[config.mk]
export PLATFORM = sky130hd
export DESIGN_NAME = bus_arbiter
export DESIGN_NICKNAME = d
export VERILOG_FILES = /design/src/rtl/bus_arbiter.sv
export SDC_FILE = /design/constraint.sdc
export NUM_CORES = 1
export LEC_CHECK = 0
export ABC_AREA = 1
export ABC_CLOCK_PERIOD_IN_PS = 4500
export CORE_ASPECT_RATIO = 1.1
export CORE_MARGIN = 5
export CORE_UTILIZATION = 60
export CTS_CLUSTER_DIAMETER = 100
export CTS_CLUSTER_SIZE = 30
export DETAILED_ROUTE_END_ITERATION = 12
export DONT_BUFFER_PORTS = 1
export PLACE_DENSITY_LB_ADDON = 0.15
export SYNTH_ARGS = -nofsm -noshare
export SYNTH_HDL_FRONTEND = slang
export SYNTH_SLANG_ARGS = --single-unit
[constraint.sdc]
create_clock -name clk -period 4.5 [get_ports clk]
set_clock_uncertainty 0.2 [all_clocks]
set_input_delay 0.675 -clock clk [delete_from_list [all_inputs] [get_ports clk]]
set_output_delay 0.675 -clock clk [all_outputs]
set_load 0.01 [all_outputs]
[src/rtl/bus_arbiter.sv]
// Two-master round-robin arbiter onto a single slave request port, with a
// per-transaction ready timeout that aborts and returns all-ones read data.
module bus_arbiter #(
   parameter int unsigned TIMEOUT = 255
) (
   input  logic        clk,
   input  logic        reset,
   input  logic        m0_valid,
   input  logic [31:0] m0_addr,
   input  logic [31:0] m0_wdata,
   input  logic [3:0]  m0_wstrb,
   output logic        m0_ready,
   output logic [31:0] m0_rdata,
   input  logic        m1_valid,
   input  logic [31:0] m1_addr,
   input  logic [31:0] m1_wdata,
   input  logic [3:0]  m1_wstrb,
   output logic        m1_ready,
   output logic [31:0] m1_rdata,
   output logic        s_valid,
   output logic [31:0] s_addr,
   output logic [31:0] s_wdata,
   output logic [3:0]  s_wstrb,
   input  logic        s_ready,
   input  logic [31:0] s_rdata,
   output logic        timeout_err
);

   localparam int unsigned DW    = 32;
   localparam int unsigned SW    = 4;
   localparam int unsigned CNT_W = 16;
   localparam logic [CNT_W-1:0] CNT_LAST = CNT_W'(TIMEOUT - 1);

   typedef enum logic [1:0] {IDLE, REQ, RESP} state_t;

   state_t            state_q, state_d;
   logic              g_q, g_d;
   logic              last_q, last_d;
   logic [CNT_W-1:0]  cnt_q, cnt_d;
   logic              s_valid_q, s_valid_d;
   logic [DW-1:0]     s_addr_q, s_addr_d;
   logic [DW-1:0]     s_wdata_q, s_wdata_d;
   logic [SW-1:0]     s_wstrb_q, s_wstrb_d;
   logic              m0_ready_q, m0_ready_d;
   logic              m1_ready_q, m1_ready_d;
   logic [DW-1:0]     m0_rdata_q, m0_rdata_d;
   logic [DW-1:0]     m1_rdata_q, m1_rdata_d;
   logic              timeout_err_q, timeout_err_d;
   logic              grant;
   logic [DW-1:0]     rsp_data;

   // State and output registers
   always_ff @(posedge clk) begin
      if (reset) begin
         state_q       <= IDLE;
         g_q           <= 1'b0;
         last_q        <= 1'b1;
         cnt_q         <= '0;
         s_valid_q     <= 1'b0;
         s_addr_q      <= '0;
         s_wdata_q     <= '0;
         s_wstrb_q     <= '0;
         m0_ready_q    <= 1'b0;
         m1_ready_q    <= 1'b0;
         m0_rdata_q    <= '0;
         m1_rdata_q    <= '0;
         timeout_err_q <= 1'b0;
      end else begin
         state_q       <= state_d;
         g_q           <= g_d;
         last_q        <= last_d;
         cnt_q         <= cnt_d;
         s_valid_q     <= s_valid_d;
         s_addr_q      <= s_addr_d;
         s_wdata_q     <= s_wdata_d;
         s_wstrb_q     <= s_wstrb_d;
         m0_ready_q    <= m0_ready_d;
         m1_ready_q    <= m1_ready_d;
         m0_rdata_q    <= m0_rdata_d;
         m1_rdata_q    <= m1_rdata_d;
         timeout_err_q <= timeout_err_d;
      end
   end

   // Next-state and next-output logic
   always_comb begin
      state_d       = state_q;
      g_d           = g_q;
      last_d        = last_q;
      cnt_d         = cnt_q;
      s_valid_d     = s_valid_q;
      s_addr_d      = s_addr_q;
      s_wdata_d     = s_wdata_q;
      s_wstrb_d     = s_wstrb_q;
      m0_ready_d    = 1'b0;
      m1_ready_d    = 1'b0;
      m0_rdata_d    = m0_rdata_q;
      m1_rdata_d    = m1_rdata_q;
      timeout_err_d = 1'b0;
      grant         = 1'b0;
      rsp_data      = '0;

      case (state_q)
         IDLE: begin
            if (m0_valid || m1_valid) begin
               // On a tie the master not served last wins
               grant     = (m0_valid && m1_valid) ? ~last_q : m1_valid;
               g_d       = grant;
               s_addr_d  = grant ? m1_addr  : m0_addr;
               s_wdata_d = grant ? m1_wdata : m0_wdata;
               s_wstrb_d = grant ? m1_wstrb : m0_wstrb;
               s_valid_d = 1'b1;
               cnt_d     = '0;
               state_d   = REQ;
            end
         end
         REQ: begin
            if (s_ready || (cnt_q == CNT_LAST)) begin
               // s_ready takes priority over an expiring timeout
               rsp_data      = s_ready ? s_rdata : {DW{1'b1}};
               timeout_err_d = ~s_ready;
               if (g_q) begin
                  m1_rdata_d = rsp_data;
                  m1_ready_d = 1'b1;
               end else begin
                  m0_rdata_d = rsp_data;
                  m0_ready_d = 1'b1;
               end
               s_valid_d = 1'b0;
               s_addr_d  = '0;
               s_wdata_d = '0;
               s_wstrb_d = '0;
               last_d    = g_q;
               state_d   = RESP;
            end else begin
               cnt_d = cnt_q + CNT_W'(1);
            end
         end
         RESP: begin
            state_d = IDLE;
         end
         default: begin
            state_d = IDLE;
         end
      endcase
   end

   assign s_valid     = s_valid_q;
   assign s_addr      = s_addr_q;
   assign s_wdata     = s_wdata_q;
   assign s_wstrb     = s_wstrb_q;
   assign m0_ready    = m0_ready_q;
   assign m1_ready    = m1_ready_q;
   assign m0_rdata    = m0_rdata_q;
   assign m1_rdata    = m1_rdata_q;
   assign timeout_err = timeout_err_q;

endmodule

==> Word level (Yosys, flattened, before mapping) <==
Cells that the tools add are included.
{ "totals": {"reg_bits": 156, "input_bits": 173, "wordCells": 61} }
{ "classes": {"addsub": 1, "n_eq_ne": 5, "muxes": 24, "bitwise_logic": 5, "reduce_logical": 13} }
{ "ops": {"columns": ["cell", "n"], "rows": [
  ["2-to-1 mux 32 bit", 6],
  ["one-hot mux 32 bit (2 select lines)", 2],
  ["2-to-1 mux 16 bit", 2],
  ["one-hot mux 16 bit (2 select lines)", 1],
  ["adder 16 x 1 -> 16 bit (second input constant)", 1],
  ["equality test 16 x 8 -> 1 bit (second input constant)", 1],
  ["2-to-1 mux 4 bit", 3],
  ["AND reduction 3 bit", 4],
  ["one-hot mux 4 bit (2 select lines)", 1],
  ["!= test 2 bit (second input constant)", 3],
  ["AND reduction 2 bit", 3],
  ["2-to-1 mux 1 bit", 5],
  ["inverter 1 bit", 5],
  ["2-to-1 mux 2 bit", 2],
  ["one-hot mux 2 bit (2 select lines)", 1],
  ["OR reduction 3 bit", 1],
  ["equality test 2 x 1 -> 1 bit (second input constant)", 1],
  ["logical NOT 2 bit", 1],
  ["logical OR 1 bit", 2],
  ["one-hot mux 1 bit (2 select lines)", 1],
  ["nonzero test 2 bit", 1],
  ["logical AND 1 bit", 1]
]} }

==> Depth between registers and ports, before layout <==
Gate-level depths: netlist (run 1).
{ "logic_depth": {"ltp_word": 5, "mapped_depth": 12} }

==> Least setup slack after synthesis (run 1) <==
OpenSTA, ideal clock, no wires.
{ "synth_path": {"path_kind": "input to register", "start": "in m1_valid", "end": "reg s_addr_q[31], in the netlist s_addr[31]", "setup_ps": 115, "t_arrival_ps": 1588, "t_required_ps": 4185, "path_slack_ps": 2597, "cell_stages": 6, "n_path_buf": 2, "cell_sequence": "o21ai_2 > buf_2 > buf_1 > nand3_1 > nand2_1 > nor2_1"} }
{ "synth_via": {"elab_chain_cells": 5, "word_cells_on_any_way": 8} }
{ "synth_rtl": {"columns": ["item", "line_no", "rtl"], "rows": [
  ["start, declared", "14", "input logic m1_valid,"],
  ["logical AND 1 bit", "107", "grant = (m0_valid && m1_valid) ? ~last_q : m1_valid;"],
  ["2-to-1 mux 1 bit", "107", null],
  ["2-to-1 mux 32 bit", "109", "s_addr_d = grant ? m1_addr : m0_addr;"],
  ["2-to-1 mux 32 bit", "105", "if (m0_valid || m1_valid) begin"],
  ["one-hot mux 32 bit (2 select lines)", "103", "case (state_q)"],
  ["end signal, assigned", "74", "s_addr_q <= s_addr_d;"],
  ["end, declared", "41", "logic [DW-1:0] s_addr_q, s_addr_d;"]
]} }
Several ways; a longest one is shown, not always the timed one. The select of a mux whose other input is x is not followed.
A chain may end at the register's enable or synchronous reset.

==> Final worst setup path (run 1) <==
{ "layout_path": {"start": "reg cnt_q[0]", "end": "reg m1_rdata_q[29], in the netlist m1_rdata[29]"} }
{ "layout_via": {"elab_chain_cells": 3} }
{ "layout_rtl": {"columns": ["item", "line_no", "rtl"], "rows": [
  ["start, declared", "39", "logic [CNT_W-1:0] cnt_q, cnt_d;"],
  ["start signal, assigned", "72", "cnt_q <= cnt_d;"],
  ["equality test 16 x 8 -> 1 bit", "118", "if (s_ready || (cnt_q == CNT_LAST)) begin"],
  ["logical OR 1 bit", "118", null],
  ["AND reduction 3 bit (no line)", null, null],
  ["end signal, assigned", "80", "m1_rdata_q <= m1_rdata_d;"],
  ["end, declared", "47", "logic [DW-1:0] m1_rdata_q, m1_rdata_d;"]
]} }
Every way passes these cells.

==> impl_metrics.json, run 1 <==
{
  "status": "finished, final reports clean",
  "finalCritPeriodShare": 0.633,
  "ff_latch_area_um2": 3120,
  "cts_tree": "yes",
  "final_common_cell": "nand2_1",
  "fmax_ghz": 0.351,
  "rsz0062_at_grt": "false",
  "post-place-cells": 1135,
  "num_vias": 6694,
  "fin_nets": 1175,
  "place_hpwl_um": 12900,
  "post_synth_instance_area_um2": 7380,
  "grt_pass1_vias": 6015,
  "dieArea_um2": 14600,
  "area_growth_pct": 5.63,
  "leakagePower_nw": 3.12,
  "cts_buffers": 17,
  "synth-seq-cells": 156,
  "clockBufferDepth": 2,
  "fillCellCount": 1136,
  "grt_max_degree": 103,
  "row_count": 42,
  "maxCapViolCount": 0,
  "end_kind": "register",
  "drc": 0,
  "final_cell_mix": "247 x nand2_1, 156 x dfxtp_1, 144 x a21oi_1",
  "yosysTopAreaCell": "dfxtp_1",
  "fin_tns_setup_ns": 0,
  "cts_root_buffer": "clkbuf_16",
  "setup_viol": 0,
  "vias_per_cell": 5.74,
  "ys_seq_area_frac": 0.423,
  "fin_crit_ns": 2.85,
  "core_area_um2": 12000,
  "ir_worst_vdd_v": 0.000270,
  "diodes": 0,
  "firstDrtPassIters": 5,
  "synth_cell_types": 28,
  "routabilityCongestion": 0.909,
  "crit_type": "register to register",
  "cts_max_level": 4,
  "ant_nets": 0,
  "start_kind": "register",
  "cts_resized": 0,
  "worst_pin_slew_ns": 1.07,
  "netlist_instances": 1060,
  "die_height_um": 126,
  "drive_above_1_share": 0.0810,
  "drt_iter0_drc": 467,
  "wl_per_cell_um": 16.6,
  "grt_pass1_wl_um": 30900,
  "yosys_warnings": 0,
  "grt_antenna_before_repair": 0,
  "p_per_area_nw_per_um2": 431,
  "cts_hold_buf": 0,
  "pin_count": 309,
  "syn_avg_cell_area_um2": 6.96,
  "initial_core_util": 0.613,
  "final_hold_viol_count": 0,
  "hp-class": "input pin to register",
  "drv_slew": 0,
  "path_clk_slew_ns": 0.06,
  "gr-total-overflow": 0,
  "syn_nets": 1235,
  "cp_max_fo": 35,
  "drt_wl_total_um": 19400,
  "cp.required_ns": 4.66,
  "arrival_ns": 3.01,
  "synth_top_area_share": 0.423,
  "dieWidth_um": 116,
  "cts_sinks": 156,
  "clk_latency_ns": 0.42,
  "globalRouteTotalUtil": 0.257,
  "synth_area_leaders": "dfxtp_1 42%, nand2_1 13%, a21oi_1 9.8%",
  "final_cells": 1166,
  "multi_input_area_um2": 3660,
  "cts_setup_buffers": 0,
  "maxSlewHeadroom": 0.287,
  "io_buffers": 0
}
-- cells by family after synthesis --
family | share of synthesized area
AO/OA/AOI/OAI | 0.165
XOR/XNOR | 0.00237
adder cells (fa/ha/maj) | 0.00339
buffers and inverters | 0.0821
flip-flops | 0.423
AND/OR/NAND/NOR | 0.324
-- layout make-up --
class | instances | share of cell area
Clock buffer | 22 | 0.0608
Inverter | 58 | 0.0279
Multi-Input combinational cell | 761 | 0.470
Timing Repair Buffer | 6 | 0.00738
Tap cell | 154 | 0.0247
Sequential cell | 156 | 0.401
Clock inverter | 9 | 0.00819
-- layer usage --
metal / up-vias / track usage / part of all wire
met3: 38 / 0.0834 / 0.093
met4: 0 / 0.0997 / 0.027
li1: 3390 / - / -
met2: 237 / 0.403 / 0.48
met5: - / 0 / 0
met1: 3029 / 0.328 / 0.40
-- cells in the mapped netlist --
cell / instances
nor2_4: 2
xor2_1: 1
clkinv_1: 1
dfxtp_1: 156
clkbuf_1: 42
nand3_1: 127
nand3_4: 1
nand4_1: 38
nand2_1: 248
nand2_2: 3
nor3b_1: 1
xnor2_1: 1
or2_2: 32
a21oi_1: 144
nor2_1: 77
buf_6: 5
buf_1: 13
o21bai_1: 38
o21ai_0: 39
inv_2: 4
nand2_4: 1
buf_2: 25
ha_1: 2
nor2_2: 1
nor3_1: 3
o21ai_1: 1
inv_1: 53
o21ai_2: 1
-- critical path, cell delays in order (launching register included) --
cell	delay [ns]
dfxtp_1	0.35
inv_1	0.11
ha_1	0.15
nand3_1	0.08
nor2_2	0.13
nand2_2	0.07
nand2_4	0.31
nand3_4	0.42
nor2_4	0.72
nand2_1	0.13
nand2_1	0.08
-- where the power goes --
group / leakage [nW] / internal, mW / switching [mW] / total (mW)
Combinational: 1.59 / 0.159 / 0.283 / 0.442
Clock: 0.259 / 0.747 / 0.563 / 1.31
Sequential: 1.28 / 1.48 / 0.123 / 1.61
-- final timing paths --
| path | startpoint | end | slack, ns | cells past startpoint |
|---|---|---|---|---|
| worst min-delay path | reset | m0_rdata[31] | 0.12 | 1 |
| worst min register to register | cnt_q[14] | cnt_q[14] | 0.29 | 2 |
| worst max register to register | cnt_q[0] | m1_rdata[29] | 1.65 | 10 |
| worst max-delay path | cnt_q[0] | m1_rdata[29] | 1.65 | 10 |
-- state kept, by name, indices dropped and copies added (netlist names) --
| signal | cells |
|---|---|
| g_q | 1 |
| cnt_q | 16 |
| state_q | 2 |
| m0_ready | 1 |
| timeout_err | 1 |
| m1_rdata | 32 |
| s_wdata | 32 |
| s_addr | 32 |
| m1_ready | 1 |
| s_valid | 1 |
| m0_rdata | 32 |
| last_q | 1 |
| s_wstrb | 4 |
-- through the flow --
| stage | total power, mW | utilization | setup WS (ns) | area, um^2 | hold WS [ns] |
|---|---|---|---|---|---|
| floorplan | 2.00 | - | 2.60 | 7380 | 0.229 |
| finish | 3.36 | 0.648 | 1.65 | 7790 | 0.119 |
| global route | 3.53 | 0.648 | 1.33 | 7790 | 0.103 |
| detailed placement | 2.08 | 0.603 | 1.65 | 7260 | 0.288 |
| global placement | 2.07 | 0.603 | 1.70 | 7260 | 0.277 |
| CTS | 3.38 | 0.648 | 1.64 | 7790 | 0.112 |
Note: power is estimated with default switching activity, not from simulation.
==> inputs of run 2 (changes only) <==
--- a/config.mk
+++ b/config.mk
@@ -6,10 +6,10 @@
 export NUM_CORES = 1
 export LEC_CHECK = 0
 export ABC_AREA = 1
-export ABC_CLOCK_PERIOD_IN_PS = 4500
+export ABC_CLOCK_PERIOD_IN_PS = 2400
 export CORE_ASPECT_RATIO = 1.1
 export CORE_MARGIN = 5
-export CORE_UTILIZATION = 60
+export CORE_UTILIZATION = 57
 export CTS_CLUSTER_DIAMETER = 100
 export CTS_CLUSTER_SIZE = 30
 export DETAILED_ROUTE_END_ITERATION = 12
==> constraint.sdc (replaced) <==
create_clock -name clk -period 2.4 [get_ports clk]
set_clock_uncertainty 0.2 [all_clocks]
set_input_delay 0.36 -clock clk [delete_from_list [all_inputs] [get_ports clk]]
set_output_delay 0.36 -clock clk [all_outputs]
set_load 0.01 [all_outputs]
==> run 2 against run 1 <==
  * Sequential cell count is the same
  * Final cell count is 7.2% higher
  * Non-clock buffer count is 81 higher
  * Clock-buffer cell count decreased by 5
  * Clock power is 95% higher
  * Setup slack worse by 1.4 ns
  * Maximum frequency rose by 34%
  * Sequential power is 87% higher
  * Worst hold slack worse by 0.098 ns
  * Wire length is 8.1% higher
  * Largest cell class unchanged
  * Utilization increased by 3.7 points
  * Highest routed layer unchanged
  * Combinational power is 120% higher
  * Largest power group unchanged
==> impl_metrics.json, run 2 (synthesis results as in run 1) <==
{
  "core_area_um2": 12600,
  "finalCritPeriodShare": 0.884,
  "fin_tns_setup_ns": 0,
  "grtUsageMet2": 0.439,
  "place_area_um2": 7390,
  "dieArea_um2": 15300,
  "cts_sinks": 156,
  "max_stage_delay_ns": 0.41,
  "fin_nets": 1256,
  "drive_above_1_share": 0.0897,
  "fin_crit_ns": 2.12,
  "cp.required_ns": 2.49,
  "ir_worst_vdd_v": 0.000421,
  "num_vias": 7088,
  "hp-class": "input pin to register",
  "area_growth_pct": 17.3,
  "cts_root_buffer": "clkbuf_16",
  "start_kind": "register",
  "clockBufferDepth": 2,
  "grt_pass1_wl_um": 33800,
  "maxSlewHeadroom": 0.632,
  "grtUsageMet1": 0.314,
  "cp_max_fo": 44,
  "worst_pin_slew_ns": 0.552,
  "pin_count": 309,
  "rsz0062_at_grt": "false",
  "place_hpwl_um": 13400,
  "die_height_um": 129,
  "end_kind": "register",
  "final_hold_viol_count": 0,
  "p_per_area_nw_per_um2": 758,
  "leakagePower_nw": 3.50,
  "grt.busiest_layer": "met2",
  "grt_max_degree": 114,
  "clk_latency_ns": 0.41,
  "io_buffers": 0,
  "cts_buffers": 17,
  "diodes": 0,
  "row_count": 43,
  "arrival_ns": 2.22,
  "grt_pass1_vias": 6684,
  "dieWidth_um": 118,
  "slowest_stage": "dfxtp_1",
  "crit_family": "simple AND/OR/NAND/NOR gates",
  "maxCapViolCount": 0,
  "final_common_cell": "nand2_1",
  "setup_viol": 0,
  "switchingPower_mw": 1.94,
  "routabilityCongestion": 0.866,
  "p_seq_frac": 0.459,
  "p_sw_frac": 0.295,
  "crit_type": "register to register",
  "final_cell_mix": "247 x nand2_1, 156 x dfxtp_1, 144 x a21oi_1",
  "gr-total-overflow": 0,
  "drc": 0,
  "path_clk_slew_ns": 0.06,
  "vias_per_cell": 5.67,
  "grtUsageMet3": 0.0877,
  "combPwrFrac": 0.151,
  "globalRouteTotalUtil": 0.261,
  "wl_per_cell_um": 16.8,
  "firstDrtPassIters": 5,
  "drv_slew": 0,
  "cp_num_buf_inv": 2,
  "cts_tree": "yes",
  "drt_iter0_drc": 490,
  "cts_max_level": 4,
  "cts_setup_buffers": 0,
  "power_frac_clock": 0.390,
  "initial_core_util": 0.584,
  "p_int_mw": 4.62,
  "crit_chain": "inv_1, ha_1, nand3_1, nor2_2, nand2_2, nand2_4, nand2_4, buf_12, nand3_1, nand2_1, nor2_1",
  "drt_wl_total_um": 21000,
  "fmax_ghz": 0.471,
  "status": "finished, final reports clean",
  "stdcell_area_um2": 8650,
  "grt_antenna_before_repair": 0,
  "ant_nets": 0
}
[run 2: cell count changes in the layout (fill, tap and decap cells not counted), sizes merged]
| cell | previous run | this run |
|---|---|---|
| dlygate4sd3 | 0 | 67 |
| bufinv | 0 | 1 |
| clkbuf | 22 | 17 |
| clkinvlp | 3 | 2 |
| buf | 6 | 20 |
| inv | 59 | 64 |
[run 2: area by class of cell]
type,count,area [um^2]
well taps,157,196
inverters,58,218
fillers,1052,3990
flip-flops and latches,156,3120
clock buffers,17,425
clock inverters,14,135
multi-input cells,761,3660
repair buffers,87,891
[run 2: per-layer routing]
layer  share of wire  vias to the layer above  wire length [um]
met5               0                        -                 0
met4           0.024                        0               510
met3           0.084                       37              1760
met2            0.50                      272             10400
met1            0.39                     3228              8280
li1                -                     3551                 -
[run 2: power groups by stage]
stage / logic, mW / clock network (mW) / registers [mW]
floorplan: 0.731 / 0 / 3.01
global placement: 0.850 / 0 / 3.07
detailed placement: 0.865 / 0 / 3.07
CTS: 0.984 / 2.62 / 3.01
global route: 1.12 / 2.73 / 3.03
finish: 0.989 / 2.56 / 3.01
[run 2: path summary, 6_finish.rpt]
kind	start	end	slack [ns]	depth (start not counted)
worst max register to register	cnt_q[0]	s_addr[24]	0.28	11
worst min register to register	last_q	last_q	0.29	2
worst max-delay path	cnt_q[0]	s_addr[24]	0.28	11
worst min-delay path	m1_wdata[11]	s_wdata[11]	0.02	2
[run 2: worst register-to-register path, cell delays in order (launching register included)]
cell	delay [ns]
dfxtp_1	0.41
inv_1	0.10
ha_1	0.20
nand3_1	0.09
nor2_2	0.05
nand2_2	0.09
nand2_4	0.10
nand2_4	0.28
buf_12	0.27
nand3_1	0.10
nand2_1	0.08
nor2_1	0.04
[run 2: repair_timing]
item | CTS | global route
endpoints found under the hold margin | 118 | 0
hold buffers | 68 | 0
resized for setup | 0 | 0
endpoints found under the setup margin | 0 | 0
[run 2: through the flow]
| stage | cells | setup slack, ns | power (mW) | util | hold WS, ns |
|---|---|---|---|---|---|
| 4_1_cts | 1250 | 0.275 | 6.62 | 0.684 | 0.00783 |
| 3_3_place_gp | 1151 | 0.373 | 3.92 | 0.585 | 0.241 |
| 3_5_place_dp | 1151 | 0.314 | 3.94 | 0.585 | 0.243 |
| 2_1_floorplan | 1060 | 0.645 | 3.74 | - | 0.229 |
| 6_report | 1250 | 0.278 | 6.56 | 0.684 | 0.0214 |
| 5_1_grt | 1250 | 0.101 | 6.88 | 0.684 | 0.0128 |
